<file path="src/rtl/atm_core_v2.sv">
// atm_core_v2: ATM session controller with a provisioned account store,
// wrong-password lockout, per-session withdrawal cap and idle timeout.
module atm_core_v2 #(
    parameter int PASSWORD_WIDTH = 4,
    parameter int BALANCE_WIDTH  = 20,
    parameter int CARD_WIDTH     = 3,
    parameter int USERS_NUM      = 7,
    parameter int MAX_TRIES      = 3,
    parameter int SESSION_LIMIT  = 5000,
    parameter int TIMEOUT_CYCLES = 64
) (
    input  logic                      clk,
    input  logic                      rst,
    input  logic [CARD_WIDTH-1:0]     card_number,
    input  logic                      card_out,
    input  logic [PASSWORD_WIDTH-1:0] password_input,
    input  logic                      language,
    input  logic [1:0]                operation,
    input  logic [BALANCE_WIDTH-1:0]  value,
    input  logic                      another_service,
    input  logic                      prog_en,
    input  logic [CARD_WIDTH-1:0]     prog_card,
    input  logic [PASSWORD_WIDTH-1:0] prog_password,
    input  logic [BALANCE_WIDTH-1:0]  prog_balance,
    output logic [BALANCE_WIDTH-1:0]  updated_balance,
    output logic                      op_done,
    output logic                      error,
    output logic                      wrong_psw,
    output logic                      card_locked,
    output logic                      timeout,
    output logic                      busy,
    output logic                      lang_sel
);
    localparam logic [2:0] IDLE  = 3'd0;
    localparam logic [2:0] CHECK = 3'd1;
    localparam logic [2:0] MENU  = 3'd2;
    localparam logic [2:0] EXEC  = 3'd3;
    localparam logic [2:0] DONE  = 3'd4;
    localparam int TW  = $clog2(MAX_TRIES + 1);
    localparam int TMW = $clog2(TIMEOUT_CYCLES + 1);

    logic [BALANCE_WIDTH-1:0]  bal_mem   [USERS_NUM];
    logic [PASSWORD_WIDTH-1:0] psw_mem   [USERS_NUM];
    logic [TW-1:0]             tries_mem [USERS_NUM];
    logic [USERS_NUM-1:0]      lock_mem;

    logic [2:0]               state, state_nxt;
    logic [CARD_WIDTH-1:0]    card;
    logic [1:0]               op;
    logic [BALANCE_WIDTH-1:0] val, session_total, res_bal, cur_bal, exec_bal;
    logic [BALANCE_WIDTH:0]   sum, wd_total;
    logic [TMW-1:0]           timer;
    logic [TW-1:0]            tries_nxt;
    logic res_ok, exec_err, card_valid, prog_valid, psw_ok, lock_now, timer_hit;
    logic idle_ins, chk, in_wait;

    assign card_valid = 32'(card_number) < USERS_NUM;
    assign prog_valid = 32'(prog_card) < USERS_NUM;
    assign cur_bal    = bal_mem[card];
    assign sum        = {1'b0, cur_bal} + {1'b0, val};
    assign wd_total   = {1'b0, session_total} + {1'b0, val};
    assign exec_err   = (op == 2'b00) ? sum[BALANCE_WIDTH] :
                        (op == 2'b01) ? (val > cur_bal || wd_total > (BALANCE_WIDTH+1)'(SESSION_LIMIT)) : 1'b0;
    assign exec_bal   = (op == 2'b00) ? sum[BALANCE_WIDTH-1:0] :
                        (op == 2'b01) ? cur_bal - val : cur_bal;
    assign psw_ok     = password_input == psw_mem[card];
    assign tries_nxt  = tries_mem[card] + TW'(1);
    assign lock_now   = tries_nxt == TW'(MAX_TRIES);
    assign timer_hit  = timer == TMW'(TIMEOUT_CYCLES - 1);
    assign in_wait    = state == CHECK || state == MENU;
    assign idle_ins   = state == IDLE && !prog_en && !card_out;
    assign chk        = state == CHECK && !card_out && !timer_hit;

    // Card removal overrides every other transition out of a non-IDLE state.
    always_comb begin
        state_nxt = state;
        if (state != IDLE && card_out)
            state_nxt = IDLE;
        else
            case (state)
                IDLE:    state_nxt = (idle_ins && card_valid && !lock_mem[card_number]) ? CHECK : IDLE;
                CHECK:   state_nxt = timer_hit ? IDLE : psw_ok ? MENU : lock_now ? IDLE : CHECK;
                MENU:    state_nxt = timer_hit ? IDLE : EXEC;
                EXEC:    state_nxt = DONE;
                DONE:    state_nxt = another_service ? MENU : IDLE;
                default: state_nxt = IDLE;
            endcase
    end

    always_ff @(posedge clk or negedge rst) begin
        if (!rst) begin
            state           <= IDLE;
            card            <= '0;
            op              <= '0;
            val             <= '0;
            session_total   <= '0;
            timer           <= '0;
            res_ok          <= 1'b0;
            res_bal         <= '0;
            updated_balance <= '0;
            op_done         <= 1'b0;
            error           <= 1'b0;
            wrong_psw       <= 1'b0;
            card_locked     <= 1'b0;
            timeout         <= 1'b0;
            busy            <= 1'b0;
            lang_sel        <= 1'b0;
            lock_mem        <= '0;
            for (int i = 0; i < USERS_NUM; i++) begin
                bal_mem[i]   <= '0;
                psw_mem[i]   <= '0;
                tries_mem[i] <= '0;
            end
        end else begin
            state       <= state_nxt;
            busy        <= state_nxt != IDLE;
            timer       <= (state == IDLE || state_nxt != state) ? '0 : timer + TMW'(1);
            op_done     <= state == DONE && res_ok;
            error       <= (idle_ins && !card_valid) || (state == DONE && !res_ok);
            wrong_psw   <= chk && !psw_ok;
            card_locked <= (idle_ins && card_valid && lock_mem[card_number]) || (chk && !psw_ok && lock_now);
            timeout     <= in_wait && !card_out && timer_hit;
            // The result of a committed op is reported from DONE even if the card leaves then.
            if (state == DONE && res_ok)
                updated_balance <= res_bal;
            if (state == IDLE && prog_en && prog_valid) begin
                psw_mem[prog_card]   <= prog_password;
                bal_mem[prog_card]   <= prog_balance;
                tries_mem[prog_card] <= '0;
                lock_mem[prog_card]  <= 1'b0;
            end
            if (state == IDLE && state_nxt == CHECK) begin
                card          <= card_number;
                session_total <= '0;
            end
            if (chk) begin
                tries_mem[card] <= psw_ok ? '0 : tries_nxt;
                if (!psw_ok && lock_now)
                    lock_mem[card] <= 1'b1;
            end
            if (state == MENU && !card_out && !timer_hit) begin
                op       <= operation;
                val      <= value;
                lang_sel <= language;
            end
            if (state == EXEC && !card_out) begin
                res_ok  <= !exec_err;
                res_bal <= exec_bal;
                if (!exec_err) begin
                    bal_mem[card] <= exec_bal;
                    if (op == 2'b01)
                        session_total <= wd_total[BALANCE_WIDTH-1:0];
                    if (op == 2'b11)
                        psw_mem[card] <= val[PASSWORD_WIDTH-1:0];
                end
            end
        end
    end
endmodule

</file>
<file path="config.mk">
export PLATFORM = sky130hd
export DESIGN_NAME = atm_core_v2
export DESIGN_NICKNAME = d
export VERILOG_FILES = /design/src/rtl/atm_core_v2.sv
export SDC_FILE = /design/constraint.sdc
export NUM_CORES = 1
export LEC_CHECK = 0
export BUFFER_PORTS_ARGS = -buffer_cell sky130_fd_sc_hd__clkbuf_2
export CORE_ASPECT_RATIO = 0.9
export CORE_UTILIZATION = 65
export DETAILED_ROUTE_END_ITERATION = 10
export GPL_TIMING_DRIVEN = 1
export HOLD_SLACK_MARGIN = 0.1
export PLACE_DENSITY_LB_ADDON = 0.05
export SKIP_CTS_REPAIR_TIMING = 1
export SLEW_MARGIN = 20
export SYNTH_ARGS = -nofsm -noshare
export SYNTH_HDL_FRONTEND = slang
export SYNTH_SLANG_ARGS = --single-unit
export TNS_END_PERCENT = 1
</file>
<file path="constraint.sdc">
create_clock -name clk -period 9.4 [get_ports clk]
set_input_delay 0.94 -clock clk [delete_from_list [all_inputs] [get_ports clk]]
set_output_delay 0.94 -clock clk [all_outputs]
set_load 0.005 [all_outputs]
</file>
==> results.json <==
{
  "syn_area_um2": 17500,
  "slew_headroom_pct": 15.0,
  "insertion_delay_ns": 0.58,
  "worstMarginPinSlew_ns": 1.27,
  "hold_violations": 0,
  "yosysTopAreaCell": "dfrtp_1",
  "syn-instance-count": 1760,
  "fin_nets": 1926,
  "skew_ns": 0.0177,
  "cp_cell_sequence": "nor2b_1 -> nor2b_1 -> a22oi_1 -> nand3_1 -> inv_1 -> fa_1 -> nor2b_1 -> o211ai_1 -> a31o_1 -> o41ai_2 -> a31oi_1 -> a2111o_1 -> o31ai_4 -> buf_4 -> nand3_1 -> buf_4 -> mux2i_1",
  "syn_nets": 1887,
  "slowest_stage": "nor2b_1",
  "crit_path_end_kind": "flop",
  "rsz0062_at_grt": "false",
  "cp_max_fo": 57,
  "h-tree-depth": 1,
  "r2r_slack_ns": 2.56,
  "grt_pass1_wl_um": 83600,
  "die_x_um": 175,
  "synth_edf_count": 0,
  "timing.rr.start": "card[1]",
  "seqCellArea_um2": 7310,
  "core_um2": 26300,
  "critPathBufInv": 3,
  "rows": 56,
  "synth.distinct_cells": 72,
  "initial_core_util_pct": 66.8,
  "clk_pin_slew_worst_paths_ns": 0.07,
  "drt_iter0_drc": 1599,
  "hpwl_um": 37700,
  "period_needed_ns": 6.84,
  "syn_to_final_growth_pct": 10.5,
  "nFillCells": 1923,
  "cts.sinks": 292,
  "fin_setup_tns_ns": 0,
  "cap_violations": 0,
  "post_drt_wl_per_cell_um": 25.2,
  "multiInputGateArea_um2": 9600,
  "cts_tree": "yes",
  "root_buffer": "clkbuf_16",
  "numCtsBuffers": 30,
  "synth.most_common_cell": "dfrtp_1",
  "antenna_found_initial": 3,
  "worstPathRequired_ns": 9.80,
  "r2r-end": "bal_mem[103]",
  "critPathLaunchType": "flop",
  "hold_path.class": "primary input to asynchronous set/reset pin",
  "endpoint": "bal_mem[103]",
  "finalWeightedCongestion": 0.989,
  "ant_nets": 0,
  "drive_gt1_share_pct": 13.5,
  "dr.pass1.iters": 9,
  "setup_viol": 0,
  "ys.flop_type": "dfrtp_1",
  "yosysWarnings": 0,
  "synth-seq-area-share_pct": 41.6,
  "setup_ws_ns": 2.56,
  "ys_ff_latch": 292,
  "wl_um": 54800,
  "via_per_inst": 6.86,
  "async_flop_share_pct": 100,
  "cp.arrival_ns": 7.24,
  "reg2reg_depth": 17,
  "min_period_over_period_pct": 72.8,
  "synth_top_area_share_pct": 41.6,
  "grt_max_degree": 85,
  "p_per_area_nw_per_um2": 435,
  "cts_buffer_depth": 3,
  "netlist_top_cells_area": "dfrtp_1, mux2i_1, ha_1",
  "setup.worst_path.class": "flop to flop",
  "drc": 0,
  "dieArea_um2": 27700,
  "port-buffer-count": 88,
  "grt.total_usage_pct": 39.8,
  "p_leak_nw": 9.49,
  "crit_path_start": "card[1]",
  "fmax_mhz": 146,
  "overflow": 0,
  "pre_cts_slack_ns": 2.75,
  "synth_commonest_cells": "dfrtp_1, mux2i_1, nand2_1, o21ai_0, clkbuf_1",
  "vdd_ir_drop_max_mv": 0.263,
  "max_stage_delay_ns": 0.90,
  "crit_top_cell": "nor2b_1",
  "diodes": 0,
  "crit_family": "compound AO/OA/AOI/OAI gates",
  "postSynthAreaPerCell_um2": 9.97,
  "die_h_um": 158,
  "crit_cells": 17,
  "grt_pass1_vias": 14285,
  "num_vias": 14902,
  "outcome": "complete, no violations",
  "timing.final.max_slew_violations": 0,
  "ios": 89
}
-- flip-flops by register name, indices dropped and copies added (netlist names), 2 cells and up --
signal and flops:
tries_mem 14, psw_mem 28, session_total 20, val 20, updated_balance 20, op 2, timer 7, bal_mem 140
lock_mem 7, card 3, state 3, res_bal 20
-- power breakdown --
part / leakage [nW] / internal, mW / total (mW) / switching [mW]
Combinational: 5.28 / 1.71 / 4.91 / 3.21
Sequential: 3.68 / 1.76 / 2.19 / 0.428
Clock: 0.529 / 0.787 / 1.34 / 0.556
Total: 9.49 / 4.25 / 8.44 / 4.19
-- layout by cell type (no fill, tap or decap), drive strengths merged, types with 6 or more instances in the layout --
cell type,n
nand2b,12
nand2,154
mux2,49
nand3,56
xor2,13
a211oi,15
clkbuf,124
o211ai,8
ha,62
inv,58
dfrtp,292
a2111oi,6
nand4,8
a21oi,74
a32oi,52
o21bai,6
nor3,20
nor2b,20
o21ai,132
nor2,86
a21o,10
a31oi,7
a221oi,7
and2,19
o41ai,6
o21a,9
mux2i,290
nand3b,7
xnor2,27
buf,37
o31ai,11
and3,13
a22oi,43
-- layer usage --
metal / global-route usage, % / vias to the layer above / share of wire [%] / wire length (um)
met4: 16.9 / 2 / 4.3 / 2350
met1: 55.4 / 7269 / 42 / 23000
met2: 59.8 / 911 / 43 / 23700
met5: 0.181 / - / 0.022 / 12
li1: - / 6544 / - / -
met3: 9.20 / 176 / 10 / 5670
-- cells by family after synthesis --
family / Yosys count / synth area share [%]
fa+ha+maj: 66 / 4.82
flops: 292 / 41.6
simple gates: 415 / 11.0
buf+inv: 171 / 3.79
xor+xnor: 40 / 2.00
mux: 343 / 20.2
compound gates: 433 / 16.6
-- worst min path at each step --
stage          endpoint  slack (ns)  cells after the start
2_1_floorplan  timer[0]        0.43                      1
3_3_place_gp   timer[0]        0.45                      1
3_5_place_dp   timer[0]        0.46                      1
4_1_cts        timer[0]        0.38                      1
5_1_grt        timer[0]        0.40                      1
6_report       timer[3]        0.35                      1
-- area by class of cell --
type,instances,area share [%]
multi-input cells,1297,49.5
flip-flops and latches,292,37.7
clock buffers,37,4.38
repair buffers,124,3.74
well taps,348,2.25
clock inverters,19,1.36
inverters,54,1.05
-- metrics by stage --
step           hold slack [ns]  utilization [%]  std cells  power [mW]  area (um2)
5_1_grt                  0.396             73.8       2171        8.85       19400
3_3_place_gp             0.455             69.5       2115        6.78       18300
3_5_place_dp             0.463             69.5       2115        6.88       18300
6_report                 0.349             73.8       2171        8.44       19400
4_1_cts                  0.379             73.7       2171        8.25       19400
2_1_floorplan            0.433                -       1760        5.31       17500
Power figures use the tool's default switching activity.
